**src/rtl/vend_pkg.sv**
```systemverilog
// Shared types and constants for the vending dispense controller.
package vend_pkg;

  typedef enum logic [2:0] {
    IDLE   = 3'd0,
    CHECK  = 3'd1,
    VEND   = 3'd2,
    CHANGE = 3'd3,
    DONE   = 3'd4
  } state_t;

  typedef enum logic [1:0] {
    ST_OK       = 2'd0,
    ST_NO_STOCK = 2'd1,
    ST_NO_FUNDS = 2'd2,
    ST_TIMEOUT  = 2'd3
  } status_t;

  localparam int NUM_DENOMS = 5;

  // Coin values indexed by coin_denom, largest first so index order is greedy order.
  localparam int DENOM_VALUE [NUM_DENOMS] = '{50, 20, 10, 5, 1};

endpackage

```
**src/rtl/vend_change_gen.sv**
```systemverilog
// Greedy coin selector: picks the largest denomination not exceeding the
// amount still owed. Shared by the change and refund paths.
module vend_change_gen
  import vend_pkg::*;
#(
  parameter int CURRENCY_WIDTH = 7
) (
  input  logic [CURRENCY_WIDTH-1:0] remaining,
  output logic [2:0]                coin_denom,
  output logic [CURRENCY_WIDTH-1:0] coin_value
);

  // Scan smallest to largest so the last hit is the largest coin that fits.
  always_comb begin
    coin_denom = '0;
    coin_value = '0;
    for (int i = NUM_DENOMS - 1; i >= 0; i--) begin
      if (DENOM_VALUE[i] <= 32'(remaining)) begin
        coin_denom = 3'(i);
        coin_value = CURRENCY_WIDTH'(DENOM_VALUE[i]);
      end
    end
  end

endmodule

```
**src/rtl/vend_dispense_ctrl.sv**
```systemverilog
// Multi-cycle dispense controller: request handshake, stock/funds check,
// timed motor command, coin-by-coin change or refund, final status report.
module vend_dispense_ctrl
  import vend_pkg::*;
#(
  parameter int CURRENCY_WIDTH  = 7,
  parameter int ITEM_ADDR_WIDTH = 10,
  parameter int PRICE_WIDTH     = 16,
  parameter int COUNT_WIDTH     = 8,
  parameter int VEND_TIMEOUT    = 255
) (
  input  logic                       clk,
  input  logic                       rstn,
  input  logic                       req_valid,
  output logic                       req_ready,
  input  logic [ITEM_ADDR_WIDTH-1:0] item_selected,
  input  logic [CURRENCY_WIDTH-1:0]  total_currency,
  input  logic [PRICE_WIDTH-1:0]     item_price,
  input  logic [COUNT_WIDTH-1:0]     avail_count,
  output logic                       vend_req,
  output logic [ITEM_ADDR_WIDTH-1:0] vend_item,
  input  logic                       vend_done,
  output logic                       stock_dec,
  output logic                       coin_valid,
  output logic [2:0]                 coin_denom,
  input  logic                       coin_ready,
  output logic                       dispense_valid,
  output logic                       done_valid,
  output logic [1:0]                 done_status,
  output logic [ITEM_ADDR_WIDTH-1:0] item_dispensed,
  output logic [CURRENCY_WIDTH-1:0]  currency_change
);

  localparam int TIMER_W = $clog2(VEND_TIMEOUT + 1);
  localparam logic [TIMER_W-1:0] TIMEOUT_LAST = TIMER_W'(VEND_TIMEOUT - 1);

  state_t                      state, state_next;
  status_t                     status_r, status_next;
  logic [ITEM_ADDR_WIDTH-1:0]  item_r;
  logic [CURRENCY_WIDTH-1:0]   total_r;
  logic [PRICE_WIDTH-1:0]      price_r;
  logic [COUNT_WIDTH-1:0]      count_r;
  logic [CURRENCY_WIDTH-1:0]   remaining, remaining_next;
  logic [CURRENCY_WIDTH-1:0]   change_acc, change_next;
  logic [TIMER_W-1:0]          timer, timer_next;
  logic [2:0]                  denom_sel;
  logic [CURRENCY_WIDTH-1:0]   coin_value;
  logic                        accept;

  vend_change_gen #(
    .CURRENCY_WIDTH(CURRENCY_WIDTH)
  ) u_change_gen (
    .remaining (remaining),
    .coin_denom(denom_sel),
    .coin_value(coin_value)
  );

  // req_ready is gated by rstn so it reads low while reset is held.
  assign req_ready      = rstn && (state == IDLE);
  assign accept         = req_valid && req_ready;
  assign vend_req       = (state == VEND);
  assign vend_item      = (state == VEND) ? item_r : '0;
  assign stock_dec      = (state == VEND) && vend_done;
  assign coin_valid     = (state == CHANGE);
  assign coin_denom     = (state == CHANGE) ? denom_sel : 3'd0;
  assign done_valid     = (state == DONE);
  assign dispense_valid = (state == DONE) && (status_r == ST_OK);

  // Next-state and datapath updates; a zero amount owed skips CHANGE entirely.
  always_comb begin
    state_next     = state;
    status_next    = status_r;
    remaining_next = remaining;
    change_next    = change_acc;
    timer_next     = timer;
    case (state)
      IDLE: begin
        if (accept) begin
          state_next  = CHECK;
          change_next = '0;
        end
      end
      CHECK: begin
        timer_next = '0;
        if (count_r == '0) begin
          status_next    = ST_NO_STOCK;
          remaining_next = total_r;
          state_next     = (total_r == '0) ? DONE : CHANGE;
        end else if (price_r > PRICE_WIDTH'(total_r)) begin
          status_next    = ST_NO_FUNDS;
          remaining_next = total_r;
          state_next     = (total_r == '0) ? DONE : CHANGE;
        end else begin
          state_next = VEND;
        end
      end
      VEND: begin
        timer_next = timer + 1'b1;
        if (vend_done) begin
          status_next    = ST_OK;
          remaining_next = total_r - price_r[CURRENCY_WIDTH-1:0];
          state_next     = (remaining_next == '0) ? DONE : CHANGE;
        end else if (timer == TIMEOUT_LAST) begin
          status_next    = ST_TIMEOUT;
          remaining_next = total_r;
          state_next     = (total_r == '0) ? DONE : CHANGE;
        end
      end
      CHANGE: begin
        if (coin_ready) begin
          remaining_next = remaining - coin_value;
          change_next    = change_acc + coin_value;
          if (remaining_next == '0) state_next = DONE;
        end
      end
      DONE: begin
        state_next = IDLE;
      end
      default: begin
        state_next = IDLE;
      end
    endcase
  end

  // State, request latches and the result registers held until the next DONE.
  always_ff @(posedge clk or negedge rstn) begin
    if (!rstn) begin
      state           <= IDLE;
      status_r        <= ST_OK;
      item_r          <= '0;
      total_r         <= '0;
      price_r         <= '0;
      count_r         <= '0;
      remaining       <= '0;
      change_acc      <= '0;
      timer           <= '0;
      done_status     <= '0;
      item_dispensed  <= '0;
      currency_change <= '0;
    end else begin
      state      <= state_next;
      status_r   <= status_next;
      remaining  <= remaining_next;
      change_acc <= change_next;
      timer      <= timer_next;
      if (accept) begin
        item_r  <= item_selected;
        total_r <= total_currency;
        price_r <= item_price;
        count_r <= avail_count;
      end
      if (state_next == DONE) begin
        done_status     <= status_next;
        item_dispensed  <= item_r;
        currency_change <= change_next;
      end
    end
  end

endmodule
```
**config.mk**
```make
export PLATFORM = sky130hd
export DESIGN_NAME = vend_dispense_ctrl
export DESIGN_NICKNAME = d
export VERILOG_FILES = /design/src/rtl/vend_pkg.sv /design/src/rtl/vend_change_gen.sv /design/src/rtl/vend_dispense_ctrl.sv
export SDC_FILE = /design/constraint.sdc
export NUM_CORES = 1
export LEC_CHECK = 0
export CAP_MARGIN = 20
export CORE_ASPECT_RATIO = 1.1
export CORE_MARGIN = 4
export CORE_UTILIZATION = 58
export CTS_CLUSTER_SIZE = 14
export DETAILED_ROUTE_END_ITERATION = 12
export PLACE_DENSITY_LB_ADDON = 0.2
export SYNTH_ARGS = -nofsm -noshare
export SYNTH_HDL_FRONTEND = slang
export SYNTH_SLANG_ARGS = --single-unit
```
**constraint.sdc**
```tcl
create_clock -name clk -period 9.61 [get_ports clk]
set_input_delay 1.4415 -clock clk [delete_from_list [all_inputs] [get_ports clk]]
set_output_delay 1.4415 -clock clk [all_outputs]
set_load 0.02 [all_outputs]
```
==> flow_summary.json <==
{
  "outcome": "complete, no violations",
  "cp-end-kind": "output pin",
  "postSynthCellCount": 479,
  "cts-hold-fix-buffers": 0,
  "ys_seq_area_share_pct": 42.98,
  "yosys.area.top_type_share_pct": 42.98,
  "synth_fp_nets": 555,
  "track_usage_pct": 23.62,
  "ios": 84,
  "drcViolationCount": 0,
  "stdcell_count": 679,
  "dp_cells": 661,
  "cp_max_fo": 14,
  "diodes": 0,
  "synth_area_leaders": "dfrtp_1 43%, mux2_2 10%, ha_1 6.7%",
  "rows": 35,
  "synth_warnings": 0,
  "grt_pass1_wl_um": 19580,
  "slowest_stage": "clkdlybuf4s50_1",
  "crit_path_frequent_cell": "clkdlybuf4s50_1",
  "powerDensity_nw_per_um2": 366.2,
  "syn_to_final_growth_pct": 23.25,
  "clock_path_buffers": 2,
  "crit_chain": "clkdlybuf4s50_1 > and2_1 > clkdlybuf4s50_1",
  "grt_max_degree": 86,
  "slowest_delay_ps": 740,
  "r2r_slack_ps": 5710,
  "numPortBuffers": 83,
  "hp-class": "reg2reg",
  "drt_iter0_drc": 160,
  "worst_pin_slew_ps": 676.9,
  "vdd_drop_max_v": 0.0001439,
  "clkTransAtPathRegs_ps": 100,
  "wl_um": 11600,
  "critPathLaunchType": "input port",
  "vias_per_cell": 5.763,
  "drive_gt1_share_pct": 17.08,
  "synth.avg_cell_area_um2": 10.57,
  "cts_buffers": 9,
  "clock_sinks": 87,
  "leakage_nw": 2.772,
  "layout.nets": 639,
  "final_util_pct": 73.86,
  "hold_violations": 0,
  "dpl.hpwl_um": 8546,
  "fin_setup_tns_ps": 0,
  "fp.dieH_um": 106.0,
  "rsz0062_at_grt": "no",
  "start_util_pct": 59.93,
  "core_area_um2": 8452,
  "htreeDepth": 3,
  "fin_crit_ps": 4469,
  "final_max_slew_viol_count": 0,
  "hold_start": "change_acc[6]",
  "setup_viol": 0,
  "synth.largest_area_cell": "dfrtp_1",
  "ys_ff_latch": 87,
  "die_area_um2": 10290,
  "cp-startpoint": "vend_done",
  "grt_pass1_vias": 4108,
  "synth_area_um2": 5065,
  "antenna_found_initial": 0,
  "postCtsResizedCells": 0,
  "timing.slew.headroom_pct": 54.71,
  "cts_setup_buffers": 0,
  "ys_types": 59,
  "worst_skew_pair.late_latency_ps": 370,
  "gp_congestion": 0.8912,
  "vias": 3913,
  "firstDrtPassIters": 4,
  "synth-edff-count": 0,
  "synthFlopType": "dfrtp_1",
  "ys_async_sr_fraction_pct": 100.0,
  "overflow": 0,
  "clockRootBuffer": "clkbuf_8",
  "regToRegStartpoint": "remaining[2]",
  "skew_ps": 19.71,
  "die_x_um": 97.10,
  "crit_required_ps": 8170,
  "p_total_mw": 2.286,
  "crit_arrival_ps": 3030,
  "wl_per_cell_um": 17.08,
  "cts_tree": "built",
  "crit_type": "in2out",
  "finalCritPeriodShare_pct": 46.50,
  "fmax_mhz": 223.8,
  "drv_cap": 0,
  "drtAntennaViolNets": 0
}
-- layout by cell type, fill, tap and decap left out, drive strengths merged, types with 7 or more instances in the layout --
| cell | instances |
|---|---|
| clkbuf | 9 |
| ha | 27 |
| clkdlybuf4s50 | 82 |
| nor2 | 28 |
| nand3 | 8 |
| inv | 38 |
| nor3 | 12 |
| a21oi | 23 |
| mux2 | 64 |
| nor2b | 7 |
| xnor2 | 7 |
| o21ai | 32 |
| dfrtp | 87 |
| and2 | 14 |
| o211ai | 7 |
| nand2 | 33 |
-- flip-flops by register name, summed over array words and instances (netlist names) --
register / cells
price_r: 16
total_r: 7
change_acc: 7
item_dispensed: 10
remaining: 7
count_r: 8
state: 3
timer: 8
status_r: 2
done_status: 2
currency_change: 7
item_r: 10
-- cell families (layout without fill, tap and decap cells) --
logic type | count (synthesis) | in the layout | synth area share (%)
fa+ha+maj | 30 | 30 | 7.856
xor+xnor | 12 | 12 | 2.075
buf+inv | 51 | 140 | 4.619
mux | 66 | 66 | 16.03
simple gates | 130 | 130 | 13.09
compound gates | 103 | 103 | 13.34
flops | 87 | 87 | 42.98
-- critical path: cells and delay by family --
kind          cells  cell delay [ps]
simple gates      1              230
buf+inv           2             1350
-- layer usage --
layer	global-route usage (%)	wire length [um]
met1	27.91	4922
met2	41.17	5751
met3	6.890	587
met4	8.024	336
met5	0	0
-- power by group --
group | switching [mW] | internal [mW] | total, mW
clock | 0.144 | 0.152 | 0.296
sequential | 0.143 | 0.526 | 0.669
combinational | 0.710 | 0.611 | 1.32
total | 0.996 | 1.29 | 2.29
-- Yosys cell counts, types with 4 or more instances --
cell and number:
xor2_1 5, a22oi_1 5, dfrtp_1 87, clkbuf_1 8, a21oi_1 23, ha_1 27, mux2_4 19, inv_1 35
o31ai_1 4, nor2_1 28, nand2_1 33, nand4_1 6, nor3_1 12, mux2_2 45, nand3_1 8, o21ai_0 32
a31oi_1 4, o211ai_1 6, nand2b_1 4, nor2b_1 7, buf_6 4, xnor2_1 7, and2_1 13
-- layout make-up --
type	instances	area, um^2
Inverter	36	135.1
Timing Repair Buffer	88	898.4
Fill cell	599	2210
Multi-Input combinational cell	341	2656
Sequential cell	87	2177
Clock buffer	9	123.9
Clock inverter	7	112.6
Tap cell	111	138.9
-- per-stage QoR --
| step | worst slack, ps | area [um^2] | hold slack, ps |
|---|---|---|---|
| 6_report | 5141 | 6242 | 501.7 |
| 5_1_grt | 5090 | 6242 | 523.8 |
| 4_1_cts | 5168 | 6195 | 505.6 |
| 3_5_place_dp | 5168 | 5958 | 488.2 |
| 3_3_place_gp | 5185 | 5958 | 459.8 |
| 2_1_floorplan | 5871 | 5065 | 445.9 |
-- worst paths after layout --
check                                endpoint  depth (start not counted)
max                                 stock_dec                          3
min                             change_acc[6]                          1
max reg2reg                currency_change[3]                         15
min reg2reg                     change_acc[6]                          1
max in group asynchronous          price_r[0]                          3
min in group asynchronous        remaining[5]                          1
(Power assumes the default switching activity.)
